**config.mk**
```make
export PLATFORM = sky130hd
export DESIGN_NAME = lsu_mem_stage
export DESIGN_NICKNAME = d
export VERILOG_FILES = /design/src/rtl/lsu_pkg.sv /design/src/rtl/lsu_load_align.sv /design/src/rtl/lsu_mem_stage.sv
export SDC_FILE = /design/constraint.sdc
export NUM_CORES = 1
export LEC_CHECK = 0
export CORE_UTILIZATION = 30
export DETAILED_ROUTE_END_ITERATION = 10
export PLACE_DENSITY = 0.63
export SYNTH_ARGS = -nofsm -noshare
export SYNTH_HDL_FRONTEND = slang
export SYNTH_SLANG_ARGS = --single-unit
```
**constraint.sdc**
```tcl
create_clock -name clk -period 4.4 [get_ports clk]
set_input_delay 0.88 -clock clk [delete_from_list [all_inputs] [get_ports clk]]
set_output_delay 0.88 -clock clk [all_outputs]
set_load 0.03 [all_outputs]
```
**src/rtl/lsu_pkg.sv**
```systemverilog
// Shared types and helpers for the MEM-stage load/store unit.
//   lsu_state_e  : FSM states of the access sequencer
//   F3_*         : RV32I load/store funct3 encodings
//   be_gen       : byte enables for (funct3, addr[1:0])
//   op_supported : funct3 legal for the given direction
package lsu_pkg;

  typedef enum logic [1:0] {
    IDLE = 2'd0,
    BUSY = 2'd1,
    DONE = 2'd2
  } lsu_state_e;

  localparam logic [2:0] F3_B  = 3'b000;
  localparam logic [2:0] F3_H  = 3'b001;
  localparam logic [2:0] F3_W  = 3'b010;
  localparam logic [2:0] F3_BU = 3'b100;
  localparam logic [2:0] F3_HU = 3'b101;

  function automatic logic [3:0] be_gen(input logic [2:0] funct3,
                                        input logic [1:0] addr_lo);
    logic [3:0] be;
    case (funct3)
      F3_B, F3_BU: be = 4'b0001 << addr_lo;
      F3_H, F3_HU: be = addr_lo[1] ? 4'b1100 : 4'b0011;
      default:     be = 4'b1111;
    endcase
    return be;
  endfunction

  // Unsigned sizes only exist for loads; 011/110/111 exist for nothing.
  function automatic logic op_supported(input logic       is_store,
                                        input logic [2:0] funct3);
    logic ok;
    case (funct3)
      F3_B, F3_H, F3_W: ok = 1'b1;
      F3_BU, F3_HU:     ok = ~is_store;
      default:          ok = 1'b0;
    endcase
    return ok;
  endfunction

endpackage

```
**src/rtl/lsu_load_align.sv**
```systemverilog
// Combinational load-data formatter: picks the addressed byte/half lane of a
// 32-bit bus word and sign- or zero-extends it as funct3 demands.
//   funct3  : access size/sign
//   addr_lo : byte offset of the access within the word
//   rdata   : raw bus word
//   result  : aligned, extended load value
module lsu_load_align
  import lsu_pkg::*;
(
  input  logic [2:0]  funct3,
  input  logic [1:0]  addr_lo,
  input  logic [31:0] rdata,
  output logic [31:0] result
);

  logic [7:0]  byte_lane;
  logic [15:0] half_lane;

  always_comb begin
    byte_lane = 8'h00;
    case (addr_lo)
      2'd0:    byte_lane = rdata[7:0];
      2'd1:    byte_lane = rdata[15:8];
      2'd2:    byte_lane = rdata[23:16];
      default: byte_lane = rdata[31:24];
    endcase
    half_lane = addr_lo[1] ? rdata[31:16] : rdata[15:0];

    case (funct3)
      F3_B:    result = {{24{byte_lane[7]}}, byte_lane};
      F3_BU:   result = {24'h000000, byte_lane};
      F3_H:    result = {{16{half_lane[15]}}, half_lane};
      F3_HU:   result = {16'h0000, half_lane};
      default: result = rdata;
    endcase
  end

endmodule

```
**src/rtl/lsu_mem_stage.sv**
```systemverilog
// MEM-stage load/store unit for the in-order RV32I pipeline.
// Takes the EX/MEM outputs (address, store data, funct3, mem-op flags),
// runs one access on a req/ack data bus, formats load data for MEM/WB and
// stalls the pipeline while the access is outstanding.
//
// Bus handshake: bus_req rises the cycle after the op is accepted and stays
// high, with bus_we/bus_addr/bus_be/bus_wdata frozen, until the cycle in
// which bus_ack is sampled high; that same cycle bus_rdata is valid. bus_ack
// is ignored whenever bus_req is low.
//
// Ports:
//   clk, rst                 clock, synchronous active-low reset
//   valid_m, is_store_m      MEM-stage op present / direction
//   funct3_m, addr_m, wdata_m  access size, byte address, store data
//   bus_req/we/addr/be/wdata request side of the data bus
//   bus_ack, bus_rdata       completion side of the data bus
//   rdata_m                  formatted load result (held until next load)
//   stall_m                  freeze IF..MEM this cycle
//   done_m                   one-cycle pulse when an access retires
//   misalign_m               misaligned op seen in IDLE, no bus cycle
//   bus_err                  one-cycle pulse when an access timed out
//   state_dbg                current FSM state
module lsu_mem_stage
  import lsu_pkg::*;
#(
  parameter int TIMEOUT = 255
) (
  input  logic        clk,
  input  logic        rst,
  input  logic        valid_m,
  input  logic        is_store_m,
  input  logic [2:0]  funct3_m,
  input  logic [31:0] addr_m,
  input  logic [31:0] wdata_m,
  output logic        bus_req,
  output logic        bus_we,
  output logic [31:0] bus_addr,
  output logic [3:0]  bus_be,
  output logic [31:0] bus_wdata,
  input  logic        bus_ack,
  input  logic [31:0] bus_rdata,
  output logic [31:0] rdata_m,
  output logic        stall_m,
  output logic        done_m,
  output logic        misalign_m,
  output logic        bus_err,
  output lsu_state_e  state_dbg
);

  localparam logic [7:0] TO_LAST = 8'(TIMEOUT - 1);

  lsu_state_e  state;
  logic [7:0]  to_cnt;
  logic [2:0]  funct3_q;
  logic [1:0]  addr_lo_q;
  logic        supported;
  logic        start;
  logic [31:0] wdata_rep;
  logic [31:0] load_result;

  always_comb begin
    supported  = op_supported(is_store_m, funct3_m);
    misalign_m = (state == IDLE) & valid_m &
                 ((((funct3_m == F3_H) | (funct3_m == F3_HU)) & addr_m[0]) |
                  ((funct3_m == F3_W) & (addr_m[1:0] != 2'b00)));
    start      = (state == IDLE) & valid_m & ~misalign_m & supported;
    stall_m    = start | (state == BUSY);

    case (funct3_m)
      F3_B, F3_BU: wdata_rep = {4{wdata_m[7:0]}};
      F3_H, F3_HU: wdata_rep = {2{wdata_m[15:0]}};
      default:     wdata_rep = wdata_m;
    endcase
  end

  // Formatting uses the offset captured at issue: bus_addr is word-aligned.
  lsu_load_align u_align (
    .funct3  (funct3_q),
    .addr_lo (addr_lo_q),
    .rdata   (bus_rdata),
    .result  (load_result)
  );

  always_ff @(posedge clk) begin
    if (!rst) begin
      state     <= IDLE;
      to_cnt    <= 8'd0;
      funct3_q  <= 3'd0;
      addr_lo_q <= 2'd0;
      bus_req   <= 1'b0;
      bus_we    <= 1'b0;
      bus_addr  <= 32'd0;
      bus_be    <= 4'd0;
      bus_wdata <= 32'd0;
      rdata_m   <= 32'd0;
      done_m    <= 1'b0;
      bus_err   <= 1'b0;
    end else begin
      done_m  <= 1'b0;
      bus_err <= 1'b0;
      case (state)
        IDLE: begin
          if (start) begin
            state     <= BUSY;
            to_cnt    <= 8'd0;
            bus_req   <= 1'b1;
            bus_we    <= is_store_m;
            bus_addr  <= {addr_m[31:2], 2'b00};
            bus_be    <= be_gen(funct3_m, addr_m[1:0]);
            bus_wdata <= wdata_rep;
            funct3_q  <= funct3_m;
            addr_lo_q <= addr_m[1:0];
          end else if (valid_m && !misalign_m) begin
            // Unsupported funct3: retire as a no-op without touching the bus.
            state  <= DONE;
            done_m <= 1'b1;
          end
        end
        BUSY: begin
          if (bus_ack) begin
            // Ack in the last allowed cycle still completes normally.
            if (!bus_we) rdata_m <= load_result;
            state   <= DONE;
            done_m  <= 1'b1;
            bus_req <= 1'b0;
            to_cnt  <= 8'd0;
          end else if (to_cnt == TO_LAST) begin
            if (!bus_we) rdata_m <= 32'd0;
            bus_err <= 1'b1;
            state   <= DONE;
            done_m  <= 1'b1;
            bus_req <= 1'b0;
            to_cnt  <= 8'd0;
          end else begin
            to_cnt <= to_cnt + 8'd1;
          end
        end
        // valid_m still shows the retiring op here; it must not restart.
        DONE:    state <= IDLE;
        default: state <= IDLE;
      endcase
    end
  end

  assign state_dbg = state;

endmodule

```
==> summary.txt <==
Status
  • Outcome: completed

Floorplanning
  • Core Region: 18700 µm²
  • Row count: 50
  • Initial Utilization: 0.306
  • Die Y: ~140 µm
  • Io pins: 212
  • Die ar.: 19600 µm²
  • Die Width: 140 µm

Synth
  • Seq/Total Area, Yosys: 0.409
  • Syn Std Cell Area: 5730 µm²
  • Simple-gate share of the synthesized area: 0.158
  • Netlist cell types: 55
  • Yosys top cell area share: 0.409
  • Most common cell in the synthesized netlist: dfxtp_1
  • Synth Warn #: 0
  • Most instantiated cells after synthesis: dfxtp_1 (117), a21oi_1 (69), clkbuf_1 (53), nand4_1 (53), o31ai_1 (53)
  • Fraction of registers with async set/reset: 0
  • Leading area contributor after synthesis: dfxtp_1
  • Fraction of synthesized area in multiplexers: 0.0531
  • Largest family of logic cells by synthesized area: compound AO/OA/AOI/OAI gates
  • EDFF count, synth: 0
  • Post-synthesis adder-cell area fraction: 0.00437
  • Main synth FF type: dfxtp_1
  • Syn Area/Cell: 8.81 µm²
  • Synthesized instance count: 650
  • Post-synthesis compound-gate area fraction: 0.313
  • Synth Area in XOR/XNOR: 0
  • #FFs+latches synth: 117
  • Synth top area cells: dfxtp_1 (41%), o31ai_1 (6.9%), a21oi_1 (6.0%)

Place
  • Gpl congestion: 0.771
  • DP Worst Slack: 0.704 ns
  • Number of port buffers: approximately 210
  • Placed Cells: 1031
  • Placed Area: 7930 µm²
  • Post-DP HPWL: 12700 µm

Clocking
  • Max H-tree Level: 4
  • CTS tree: done
  • CTS buffer count: 17
  • Resized cells post-CTS: 0
  • Clk sink count: about 120
  • CTS Hold Buffers Added: 0
  • Clk root buf: clkbuf_16
  • Post-CTS Setup Inserts: 0
  • Clk Latency, worst-skew pair: approximately 0.42 ns
  • Worst-path clk slew: 0.05 ns
  • Max Root-Sink Buffers: 2

Worst hold path
  • Hold Crit Start: rdata_m[0]
  • Hold Path Depth: 1
  • Hold WC Path Type: register to register
  • Worst hold endpoint: rdata_m[0]

Power
  • Flop pwr share: 0.350
  • Maximum vdd drop: roughly 0.26 mV
  • Comb pwr share: 0.199
  • Switching share of power: 0.281
  • Sw Pwr: roughly 930 µW
  • P_leak: approximately 3.0 nW
  • Internal Power: 2.37 mW
  • Clock share of power: 0.450
  • PwrDens: 385 nW/µm²

Critical path
  • CP max stage delay: approximately 0.52 ns
  • Critical Path Fanout Max: 40
  • Reg2reg end: rdata_m[14]
  • R2R depth: 4
  • Worst r2r src: addr_lo_q[1]
  • Setup Crit Path Kind: input port to output port
  • Data required time at the worst endpoint: 3.52 ns
  • Arr. time, crit path: 2.81 ns
  • Cell Chain, Critical Path: clkdlybuf4s50_1 > buf_4 > a21o_1 > o21ai_4 > a31oi_1 > inv_1 > buf_4
  • Reg-to-reg slack, setup: 1.94 ns
  • Setup crit start kind: input port
  • CP most frequent cell: buf_4
  • Crit end category: output port
  • Slowest-stage cell, CP: clkdlybuf4s50_1

Global routing
  • Initial antenna violation count: 0
  • Vias in the first global route: 5628
  • GRT Util Overall: 0.200
  • First-pass GRT wire length: 31200 µm
  • Largest net degree at the start of global routing: 76
  • Gr ovfl total: 0

STA
  • Final Setup Violations: 0
  • Final Hold Vio Count: 0
  • RSZ-0062 raised after global routing: no
  • Final worst slack: 0.712 ns
  • Peak Freq: 271 MHz
  • Final period util: 0.838
  • Fin crit period: 3.69 ns
  • Setup TNS: 0 ns
  • Pins Over Slew Limit: 0
  • Slew of the pin with the lowest slew margin: between 0.8 and 0.9 ns
  • Slew HR: 0.444
  • Hold WS: approximately 0.46 ns
  • Clock Skew: 0.00853 ns

Route
  • DR WL met3: 1480 µm
  • First-pass iteration count of the detailed router: 4
  • Vias: 5919
  • Total wire length: 19700 µm
  • WL per Instance: 18.5 µm
  • WL met1: 8950 µm
  • Top sig layer: met4
  • Initial DRC count: 364
  • Routed met2 length: 8900 µm
  • DRC Markers: 0
  • ANT nets after route: 0
  • Via density: between 5 and 6

Cells and area
  • Fraction of layout cells with a size suffix above 1: 0.0953
  • Fin cells: 1063
  • Post-route cell area: 8560 µm²
  • Area grow syn2layout: 49.4%
  • Final nets: 922
  • Number of diodes: 0

Run
  • Maximum Capacitance Violations: 0
[power by group through the flow]
| stage | Sequential [mW] | Combinational, mW | Clock [mW] |
|---|---|---|---|
| CTS | 1.15 | 0.657 | 1.51 |
| detailed placement | 1.18 | 0.654 | 0 |
| global route | 1.16 | 0.701 | 1.56 |
| floorplan | 1.27 | 0.273 | 0 |
| global placement | 1.17 | 0.656 | 0 |
| finish | 1.15 | 0.656 | 1.48 |
[layer usage]
| metal | up-vias | track usage |
|---|---|---|
| met4 | 0 | 0.0706 |
| met1 | 2827 | 0.266 |
| met3 | 28 | 0.0656 |
| met5 | - | 0 |
| met2 | 219 | 0.300 |
| li1 | 2845 | - |
[cells by family (layout without fill, tap and decap cells)]
family          count (synthesis)  count (layout)
flops                         117             117
compound gates                255             255
fa+ha+maj                       2               2
mux                            28              28
buf+inv                        86             264
other cells                     1               2
simple gates                  161             161
[critical path: cells and delay by family]
family / cells / cell delay, ns
buffers and inverters: 4 / 1.20
AOI/OAI and AO/OA: 3 / 0.70
[worst max-delay path by stage]
stage	startpoint	endpoint	slack, ns	depth (start not counted)
after floorplan	funct3_m[0]	misalign_m	1.24	5
after global placement	funct3_m[1]	stall_m	0.70	7
after detailed placement	funct3_m[1]	stall_m	0.70	7
after CTS	funct3_m[1]	stall_m	0.71	7
after global routing	funct3_m[1]	stall_m	0.54	7
final	funct3_m[1]	stall_m	0.71	7
[state kept, by name, indices dropped and copies added (netlist names)]
register and flops:
bus_req 1, rdata_m 32, bus_err 1, to_cnt 8, bus_addr 30, bus_we 1, done_m 1, funct3_q 3
addr_lo_q 2, state_dbg 2, bus_be 4, bus_wdata 32
[final cells by class]
cell class | instances | area [µm²]
fill | 1775 | 10100
multi-input combinational | 448 | 3060
sequential | 117 | 2340
timing repair buffer | 224 | 2200
clock buffer | 25 | 515
tap | 234 | 293
clock inverter | 7 | 116
inverter | 8 | 30.0
[stage by stage]
step / total power [mW] / util
2_1_floorplan: 1.54 / -
3_3_place_gp: 1.83 / 0.424
3_5_place_dp: 1.83 / 0.424
4_1_cts: 3.32 / 0.457
5_1_grt: 3.43 / 0.457
6_report: 3.29 / 0.457
[layout by cell type (no fill, tap or decap), types with 10 or more instances in the layout]
master,count
a211oi_1,14
a21oi_1,69
a311oi_1,10
a31oi_1,22
a32o_1,24
buf_4,17
clkbuf_16,17
clkdlybuf4s50_1,207
dfxtp_1,117
mux2i_1,18
nand2_1,35
nand2b_1,28
nand4_1,53
o21ai_0,26
o31ai_1,53
Power figures use the tool's default switching activity.
